`src/rtl/uart_frame_parser.sv`:
```
// Assembles HEAD/CMD/ADDR/DATA_H/DATA_L command frames from a UART byte stream.
// Optional trailing checksum byte enabled by defining FRAME_CHKSUM_EN.
module uart_frame_parser #(
    parameter logic [7:0] HEAD_BYTE   = 8'h55,
    parameter int         TIMEOUT_CYC = 8680,
    parameter int         CNT_W       = 16
) (
    input  logic        clk,
    input  logic        rst_n,
    input  logic [7:0]  din,
    input  logic        din_vld,
    output logic [7:0]  cmd,
    output logic [7:0]  addr,
    output logic [15:0] data,
    output logic        frame_vld,
    output logic        frame_err,
    output logic [1:0]  err_code,
    output logic        busy
);

    localparam logic [CNT_W-1:0] TERM_CNT = CNT_W'(TIMEOUT_CYC - 1);

`ifdef FRAME_CHKSUM_EN
    typedef enum logic [2:0] {
        ST_IDLE    = 3'd0,
        ST_GET_CMD = 3'd1,
        ST_GET_ADDR= 3'd2,
        ST_GET_DH  = 3'd3,
        ST_GET_DL  = 3'd4,
        ST_GET_CHK = 3'd5
    } state_t;

    function automatic logic [7:0] f_sum8(input logic [7:0] a, input logic [7:0] b);
        return a + b;
    endfunction

    logic [7:0] r_sh_dl;
    logic [7:0] r_sum;
    logic       w_chk_err;
`else
    typedef enum logic [2:0] {
        ST_IDLE    = 3'd0,
        ST_GET_CMD = 3'd1,
        ST_GET_ADDR= 3'd2,
        ST_GET_DH  = 3'd3,
        ST_GET_DL  = 3'd4
    } state_t;
`endif

    state_t           r_state;
    state_t           w_next_state;
    logic [CNT_W-1:0] r_cnt;
    logic [7:0]       r_sh_cmd;
    logic [7:0]       r_sh_addr;
    logic [7:0]       r_sh_dh;
    logic             w_timeout;
    logic             w_complete;

    assign busy = (r_state != ST_IDLE);

    // Next-state decode; a byte strobe always takes priority over the timeout.
    always_comb begin
        w_next_state = r_state;
        w_complete   = 1'b0;
`ifdef FRAME_CHKSUM_EN
        w_chk_err    = 1'b0;
`endif
        w_timeout    = (r_state != ST_IDLE) && !din_vld && (r_cnt == TERM_CNT);
        case (r_state)
            ST_IDLE: begin
                if (din_vld && (din == HEAD_BYTE)) w_next_state = ST_GET_CMD;
                else                               w_next_state = ST_IDLE;
            end
            ST_GET_CMD: begin
                if (din_vld)        w_next_state = ST_GET_ADDR;
                else if (w_timeout) w_next_state = ST_IDLE;
                else                w_next_state = r_state;
            end
            ST_GET_ADDR: begin
                if (din_vld)        w_next_state = ST_GET_DH;
                else if (w_timeout) w_next_state = ST_IDLE;
                else                w_next_state = r_state;
            end
            ST_GET_DH: begin
                if (din_vld)        w_next_state = ST_GET_DL;
                else if (w_timeout) w_next_state = ST_IDLE;
                else                w_next_state = r_state;
            end
            ST_GET_DL: begin
                if (din_vld) begin
`ifdef FRAME_CHKSUM_EN
                    w_next_state = ST_GET_CHK;
`else
                    w_next_state = ST_IDLE;
                    w_complete   = 1'b1;
`endif
                end else if (w_timeout) begin
                    w_next_state = ST_IDLE;
                end else begin
                    w_next_state = r_state;
                end
            end
`ifdef FRAME_CHKSUM_EN
            ST_GET_CHK: begin
                if (din_vld) begin
                    w_next_state = ST_IDLE;
                    if (din == r_sum) w_complete = 1'b1;
                    else              w_chk_err  = 1'b1;
                end else if (w_timeout) begin
                    w_next_state = ST_IDLE;
                end else begin
                    w_next_state = r_state;
                end
            end
`endif
            default: w_next_state = ST_IDLE;
        endcase
    end

    // FSM state register.
    always_ff @(posedge clk or negedge rst_n) begin
        if (!rst_n) r_state <= ST_IDLE;
        else        r_state <= w_next_state;
    end

    // Inter-byte timeout counter: restarts on every byte and whenever idle.
    always_ff @(posedge clk or negedge rst_n) begin
        if (!rst_n)                             r_cnt <= {CNT_W{1'b0}};
        else if (din_vld || r_state == ST_IDLE) r_cnt <= {CNT_W{1'b0}};
        else                                    r_cnt <= r_cnt + CNT_W'(1);
    end

    // Shadow capture of in-flight frame bytes; never touches the visible outputs.
    always_ff @(posedge clk or negedge rst_n) begin
        if (!rst_n) begin
            r_sh_cmd  <= 8'h00;
            r_sh_addr <= 8'h00;
            r_sh_dh   <= 8'h00;
`ifdef FRAME_CHKSUM_EN
            r_sh_dl   <= 8'h00;
            r_sum     <= 8'h00;
`endif
        end else if (din_vld) begin
            case (r_state)
                ST_GET_CMD:  r_sh_cmd  <= din;
                ST_GET_ADDR: r_sh_addr <= din;
                ST_GET_DH:   r_sh_dh   <= din;
`ifdef FRAME_CHKSUM_EN
                ST_GET_DL:   r_sh_dl   <= din;
`endif
                default:     r_sh_cmd  <= r_sh_cmd;
            endcase
`ifdef FRAME_CHKSUM_EN
            if (r_state == ST_IDLE)                              r_sum <= 8'h00;
            else if (r_state != ST_GET_CHK)                      r_sum <= f_sum8(r_sum, din);
            else                                                 r_sum <= r_sum;
`endif
        end
    end

    // Registered result outputs and one-cycle status pulses.
    always_ff @(posedge clk or negedge rst_n) begin
        if (!rst_n) begin
            cmd       <= 8'h00;
            addr      <= 8'h00;
            data      <= 16'h0000;
            frame_vld <= 1'b0;
            frame_err <= 1'b0;
            err_code  <= 2'd0;
        end else begin
            frame_vld <= w_complete;
`ifdef FRAME_CHKSUM_EN
            frame_err <= w_timeout | w_chk_err;
            if (w_chk_err) err_code <= 2'd2;
`else
            frame_err <= w_timeout;
`endif
            if (w_timeout) err_code <= 2'd1;
            if (w_complete) begin
                cmd  <= r_sh_cmd;
                addr <= r_sh_addr;
`ifdef FRAME_CHKSUM_EN
                data <= {r_sh_dh, r_sh_dl};
`else
                data <= {r_sh_dh, din};
`endif
            end
        end
    end

endmodule

```
`config.mk`:
```
export PLATFORM = sky130hd
export DESIGN_NAME = uart_frame_parser
export DESIGN_NICKNAME = d
export VERILOG_FILES = /design/src/rtl/uart_frame_parser.sv
export SDC_FILE = /design/constraint.sdc
export NUM_CORES = 1
export LEC_CHECK = 0
export CORE_MARGIN = 2
export CORE_UTILIZATION = 35
export CTS_BUF_LIST = sky130_fd_sc_hd__clkbuf_8
export CTS_CLUSTER_DIAMETER = 150
export DETAILED_ROUTE_END_ITERATION = 6
export GPL_TIMING_DRIVEN = 0
export HOLD_SLACK_MARGIN = 0.12
export PLACE_DENSITY = 0.62
export SLEW_MARGIN = 20
export SYNTH_ARGS = -nofsm -noshare
export SYNTH_HDL_FRONTEND = slang
export SYNTH_SLANG_ARGS = --single-unit
```
`constraint.sdc`:
```
create_clock -name clk -period 4.7 [get_ports clk]
set_input_delay 0.94 -clock clk [delete_from_list [all_inputs] [get_ports clk]]
set_output_delay 0.94 -clock clk [all_outputs]
set_load 0.005 [all_outputs]
```
==> results of run 1 <==
per-layer routing:
metal | wire length, um | track usage [%]
met1 | 2870 | 18.5
met5 | 0 | 0
met3 | 341 | 3.58
met4 | 39 | 4.43
met2 | 2720 | 19.1
layout make-up:
type	count	area, um2	area share (%)
buffer	12	57.6	1.44
clock buffer	9	124	3.10
clock inverter	7	75.1	1.88
inverter	3	11.3	0.282
multi-input combinational	141	1160	29.1
sequential	78	1950	48.9
tap	108	135	3.38
timing repair buffer	47	478	12.0
state kept, by name, summed over array words and instances (netlist names):
| signal | count |
|---|---|
| addr | 8 |
| cmd | 8 |
| frame_err | 1 |
| frame_vld | 1 |
| r_state | 3 |
| err_code | 1 |
| data | 16 |
| r_sh_dh | 8 |
| r_cnt | 16 |
| r_sh_addr | 8 |
| r_sh_cmd | 8 |
stage by stage:
step           hold slack (ns)  total power (W)  setup WS (ns)  instance area [um2]  instances
2_1_floorplan            0.447          0.00132           2.75                 3180        234
3_3_place_gp             0.453          0.00165        -0.0735                 3780        388
3_5_place_dp             0.460          0.00168           1.90                 3800        389
4_1_cts                  0.481          0.00218           2.01                 4000        405
5_1_grt                  0.513          0.00229           1.92                 4000        405
6_report                 0.476          0.00214           2.02                 4000        405
power by group:
part | internal (W) | switching (W) | total (W)
sequential | 0.000901 | 0.000112 | 0.00101
clock | 0.000247 | 0.000248 | 0.000494
combinational | 0.000423 | 0.000211 | 0.000634
cells by family after synthesis:
| group | count (synthesis) |
|---|---|
| flops | 78 |
| simple gates | 62 |
| mux | 56 |
| buf+inv | 15 |
| xor+xnor | 12 |
| compound gates | 9 |
| fa+ha+maj | 1 |
| other cells | 1 |
how the worst min path moves through the flow:
stage / slack (ns) / end / depth (start not counted) / start
3_3_place_gp: 0.45 / err_code[0]$_DFFE_PN0P_ / 1 / err_code[0]$_DFFE_PN0P_
2_1_floorplan: 0.45 / r_cnt[0]$_DFF_PN0_ / 1 / r_cnt[0]$_DFF_PN0_
6_report: 0.48 / err_code[0]$_DFFE_PN0P_ / 1 / err_code[0]$_DFFE_PN0P_
3_5_place_dp: 0.46 / err_code[0]$_DFFE_PN0P_ / 1 / err_code[0]$_DFFE_PN0P_
5_1_grt: 0.51 / err_code[0]$_DFFE_PN0P_ / 1 / err_code[0]$_DFFE_PN0P_
4_1_cts: 0.48 / err_code[0]$_DFFE_PN0P_ / 1 / err_code[0]$_DFFE_PN0P_
critical path: stages, from the launching register on:
cell	delay (ns)
dfrtp_1	0.36
buf_2	0.16
nor3_1	0.37
inv_1	0.07
clkdlybuf4s50_1	0.45
cells in the final DEF (no fill, tap or decap), types with 6 or more instances in the layout:
cell type and n:
mux2_2 56, nor2_1 15, nand4_1 6, a21oi_1 6, xor2_1 9, nand2_1 9, clkbuf_8 9, buf_2 7
clkdlybuf4s50_1 45, dfrtp_1 78
==> out/qor.csv, run 1 <==
metric,value,unit
Syn. warnings,0,
CTS Buf Count,9,
Worst-path clk slew,0.08,ns
reg2reg end,r_cnt[10]$_DFF_PN0_,
capture point of the worst path,busy,
via count,1963,
fmax,0.373,GHz
CTS resizes,0,
crit path DAT,1.74,ns
asr flop ratio synth,100,%
initial antenna violation count,0,
Root Driver,clkbuf_8,
vias per std cell,4.85,
ANT cells,0,
Post-synth top flop,dfrtp_1,
unrepaired setup endpoints after global routing,no,
worst skew pair latency,0.34,ns
final hold violations,0,
input/output buffers,46,
vias in the first global route,1960,
Critical Path Source,r_state[0]$_DFF_PN0_,
first-pass GRT wire length,10000,um
postcts setup bufs,0,
Die Ht,99.4,um
largest net degree at the start of global routing,42,
DP HPWL,4100,um
RR Startpoint,r_state[0]$_DFF_PN0_,
power density cells,536,nW/um2
Total Wirelength,5970,um
placer congestion estimate,0.767,
Post-Synthesis Mean Instance Area,13.6,um2
core area,8760,um2
outcome,"finished, final reports clean",
Final Cycle Share,57.1,%
clock tree buffer depth,2,
max-slew violations,0,
synthesized-area fraction occupied by adder cells,0.393,%
r2r setup slk,2.74,ns
Hold Path Class,reg -> reg,
post-route DRC violation count,0,
multiplexer share of the synthesized area,19.8,%
worst slew pin tran,0.503,ns
maximum VDD drop,0.000177,V
WL/cell,14.8,um
Final setup viols,0,
largest family of logic cells by synthesized area,multiplexers,
Syn Inst Count,234,
sequential cell area fraction in the yosys report,61.3,%
slew margin rel.,66.5,%
I/O pins,48,
Period minus WS final,2.68,ns
Crit Path Max Fanout,8,
fillcell total,813,
CTS tree,yes,
FF-to-FF path depth,6,
Synth Area in XOR/XNOR,3.30,%
Startpoint Class,flip-flop,
top-count cell post-synth,dfrtp_1,
Worst EP required,3.76,ns
leading post-synthesis cells by cell area,"dfrtp_1 61%, mux2_2 20%, xor2_1 2.5%",
number of H-tree levels,3,
Critical Path End Type,output pin,
"Area growth, synth to finish",25.5,%
grt total ovfl,0,
mapped cell area,3180,um2
number of flops mapped to enable cells by yosys,0,
Detail Route Antenna Nets,0,
Worst Skew,0.0103,ns
Hold Buf Count CTS,0,
largest area contributor in the netlist,dfrtp_1,
Tot GR Track Use,13.0,%
LEAKAGE,1.77,nW
fraction of layout cells with a size suffix above 1,30.0,%
violation count after the first detailed-route iteration,67,
DIE AREA,9870,um2
Chip Width,99.4,um
simple logic cell fraction of the synthesized area,11.3,%
Util after Layout,45.6,%
Yosys cell types,35,
row count,34,
max-capacitance violation count,0,
"FF+latch count, synth",78,
First-pass DRT Iterations,4,
post-synth top area share,61.3,%
critical path class,reg -> out,
Commonest cells post-synth,"78 x dfrtp_1, 56 x mux2_2, 15 x nor2_1, 9 x nand2_1, 9 x xor2_1",
Compound-Gate Fraction of Synth Area,1.57,%
Nets,304,
Starting Density,36.3,%
sum of negative setup slack,0,ns
syn_nets,246,
clock sink count,78,
No activity file was read; power rests on OpenSTA's default activity.
==> inputs of run 2 (changes only) <==
- PLACE_DENSITY: 0.62 -> 0.64
- clock period: 4.7 -> 2.3 ns (I/O delays scaled with it)
==> out/qor.csv, run 2 (synthesis gave the netlist of run 1 again) <==
metric,value,unit,change
Startpoint Class,flip-flop,,
Crit Path Max Fanout,8,,unchanged
Slowest Stage Delay on Critical Path,0.45,ns,about the same
clock sink count,78,,unchanged
Hold Path Class,reg -> reg,,
crit path DAT,1.66,ns,-0.08 ns
CP max-delay cell,clkdlybuf4s50_1,,
Die Ht,99.4,um,unchanged
unrepaired setup endpoints after global routing,no,,
Worst-path clk slew,0.09,ns,about the same
critical path class,reg -> out,,
Final Cycle Share,92.2,%,
LEAKAGE,1.77,nW,about the same
vias in the first global route,1946,,-0.71%
CTS Buf Count,9,,unchanged
worst path cell trace,"buf_2, nor3_1, inv_1, clkdlybuf4s50_1",,
worst hold slack,0.473,ns,-0.00328 ns
"Area growth, synth to finish",25.7,%,
Root Driver,clkbuf_8,,
fmax,0.471,GHz,
worst skew pair latency,0.35,ns,about the same
placer congestion estimate,0.736,,-4.1%
DIE AREA,9870,um2,unchanged
Critical Path End Type,output pin,,
"final std cell area, no fill",4000,um2,+0.16%
outcome,"finished, final reports clean",,
post-route DRC violation count,0,,unchanged
Tot GR Track Use,13.2,%,+0.24 points
Worst Skew,0.00708,ns,-0.00324 ns
total power,0.00434,W,+100%
power density cells,1080,nW/um2,+100%
Starting Density,36.3,%,unchanged
ANT cells,0,,unchanged
largest net degree at the start of global routing,54,,+29%
first-pass GRT wire length,10100,um,+1.3%
Nets,305,,+0.33%
max-capacitance violation count,0,,unchanged
First-pass DRT Iterations,4,,unchanged
DP HPWL,4120,um,+0.71%
Util after Layout,45.7,%,+0.071 points
input/output buffers,46,,unchanged
fillcell total,828,,+1.8%
Worst EP required,1.84,ns,-1.92 ns
r2r setup slk,0.43,ns,-2.31 ns
max-slew violations,0,,unchanged
top flop regs,"data (16), r_cnt (16)",,
initial antenna violation count,0,,unchanged
fraction of layout cells with a size suffix above 1,30.2,%,+0.24 points
"commonest non-fill, non-tap cells in the layout","78 x dfrtp_1, 56 x mux2_2, 45 x clkdlybuf4s50_1",,
vias per std cell,4.91,,+1.3%
final hold violations,0,,unchanged
I/O pins,48,,unchanged
grt total ovfl,0,,unchanged
WL/cell,14.9,um,+0.89%
row count,34,,unchanged
number of H-tree levels,3,,unchanged
via count,1993,,+1.5%
Final setup viols,0,,unchanged
core area,8760,um2,unchanged
clock tree buffer depth,2,,unchanged
maximum VDD drop,0.000309,V,+75%
Total Wirelength,6040,um,+1.1%
Period minus WS final,2.12,ns,
Detail Route Antenna Nets,0,,unchanged
violation count after the first detailed-route iteration,89,,+33%
Chip Width,99.4,um,unchanged
CTS tree,yes,,
"most common cell after layout, fill and taps aside",dfrtp_1,,
CTS resizes,0,,unchanged
DP Area,3800,um2,+0.20%
placed cell count,389,,unchanged
Finished Layout Cells,406,,+0.25%
-- run 2: timing repair --
action	in CTS	in global routing
endpoints found under the hold margin	25	0
endpoints found under the setup margin	0	0
setup buffers	0	0
hold buffers	1	0
-- run 2: final timing paths --
path,from,endpoint,cells after the start
min reg2reg,err_code[0]$_DFFE_PN0P_,err_code[0]$_DFFE_PN0P_,1
min in group asynchronous,rst_n,addr[3]$_DFFE_PN0P_,2
min,err_code[0]$_DFFE_PN0P_,err_code[0]$_DFFE_PN0P_,1
max in group asynchronous,rst_n,r_cnt[0]$_DFF_PN0_,3
max reg2reg,r_state[0]$_DFF_PN0_,cmd[6]$_DFFE_PN0P_,6
max,r_state[0]$_DFF_PN0_,busy,4
-- run 2: layout make-up --
class	count	area, um2	area share (%)
Inverter	3	11.3	0.281
Buffer	12	57.6	1.44
Timing Repair Buffer	48	495	12.4
Clock buffer	9	124	3.10
Clock inverter	7	63.8	1.59
Sequential cell	78	1950	48.8
Multi-Input combinational cell	141	1160	29.0
Tap cell	108	135	3.38
-- run 2: routing by layer --
metal / GRT usage, % / up-vias / part of all wire, %
li1: - / 940 / -
met1: 17.8 / 1001 / 45
met2: 20.2 / 47 / 49
met3: 4.85 / 5 / 5.3
met4: 3.48 / 0 / 0.96
met5: 0 / - / 0
-- run 2: power breakdown --
part	switching, W	internal, W
registers	0.000228	0.00184
clock network	0.000561	0.000416
logic	0.000425	0.000866
-- run 2: critical path, delay by kind of cell, from the launching register on --
family	cells	cell delay (ns)
buffers and inverters	3	0.68
DFF	1	0.36
and+or+nand+nor	1	0.27
-- run 2: per-stage QoR --
stage | setup slack [ns] | setup TNS [ns]
after floorplan | 0.662 | 0
after global placement | -1.97 | -153.57
after detailed placement | -0.0241 | -0.203
after CTS | 0.137 | 0
after global routing | 0.0301 | 0
final | 0.179 | 0
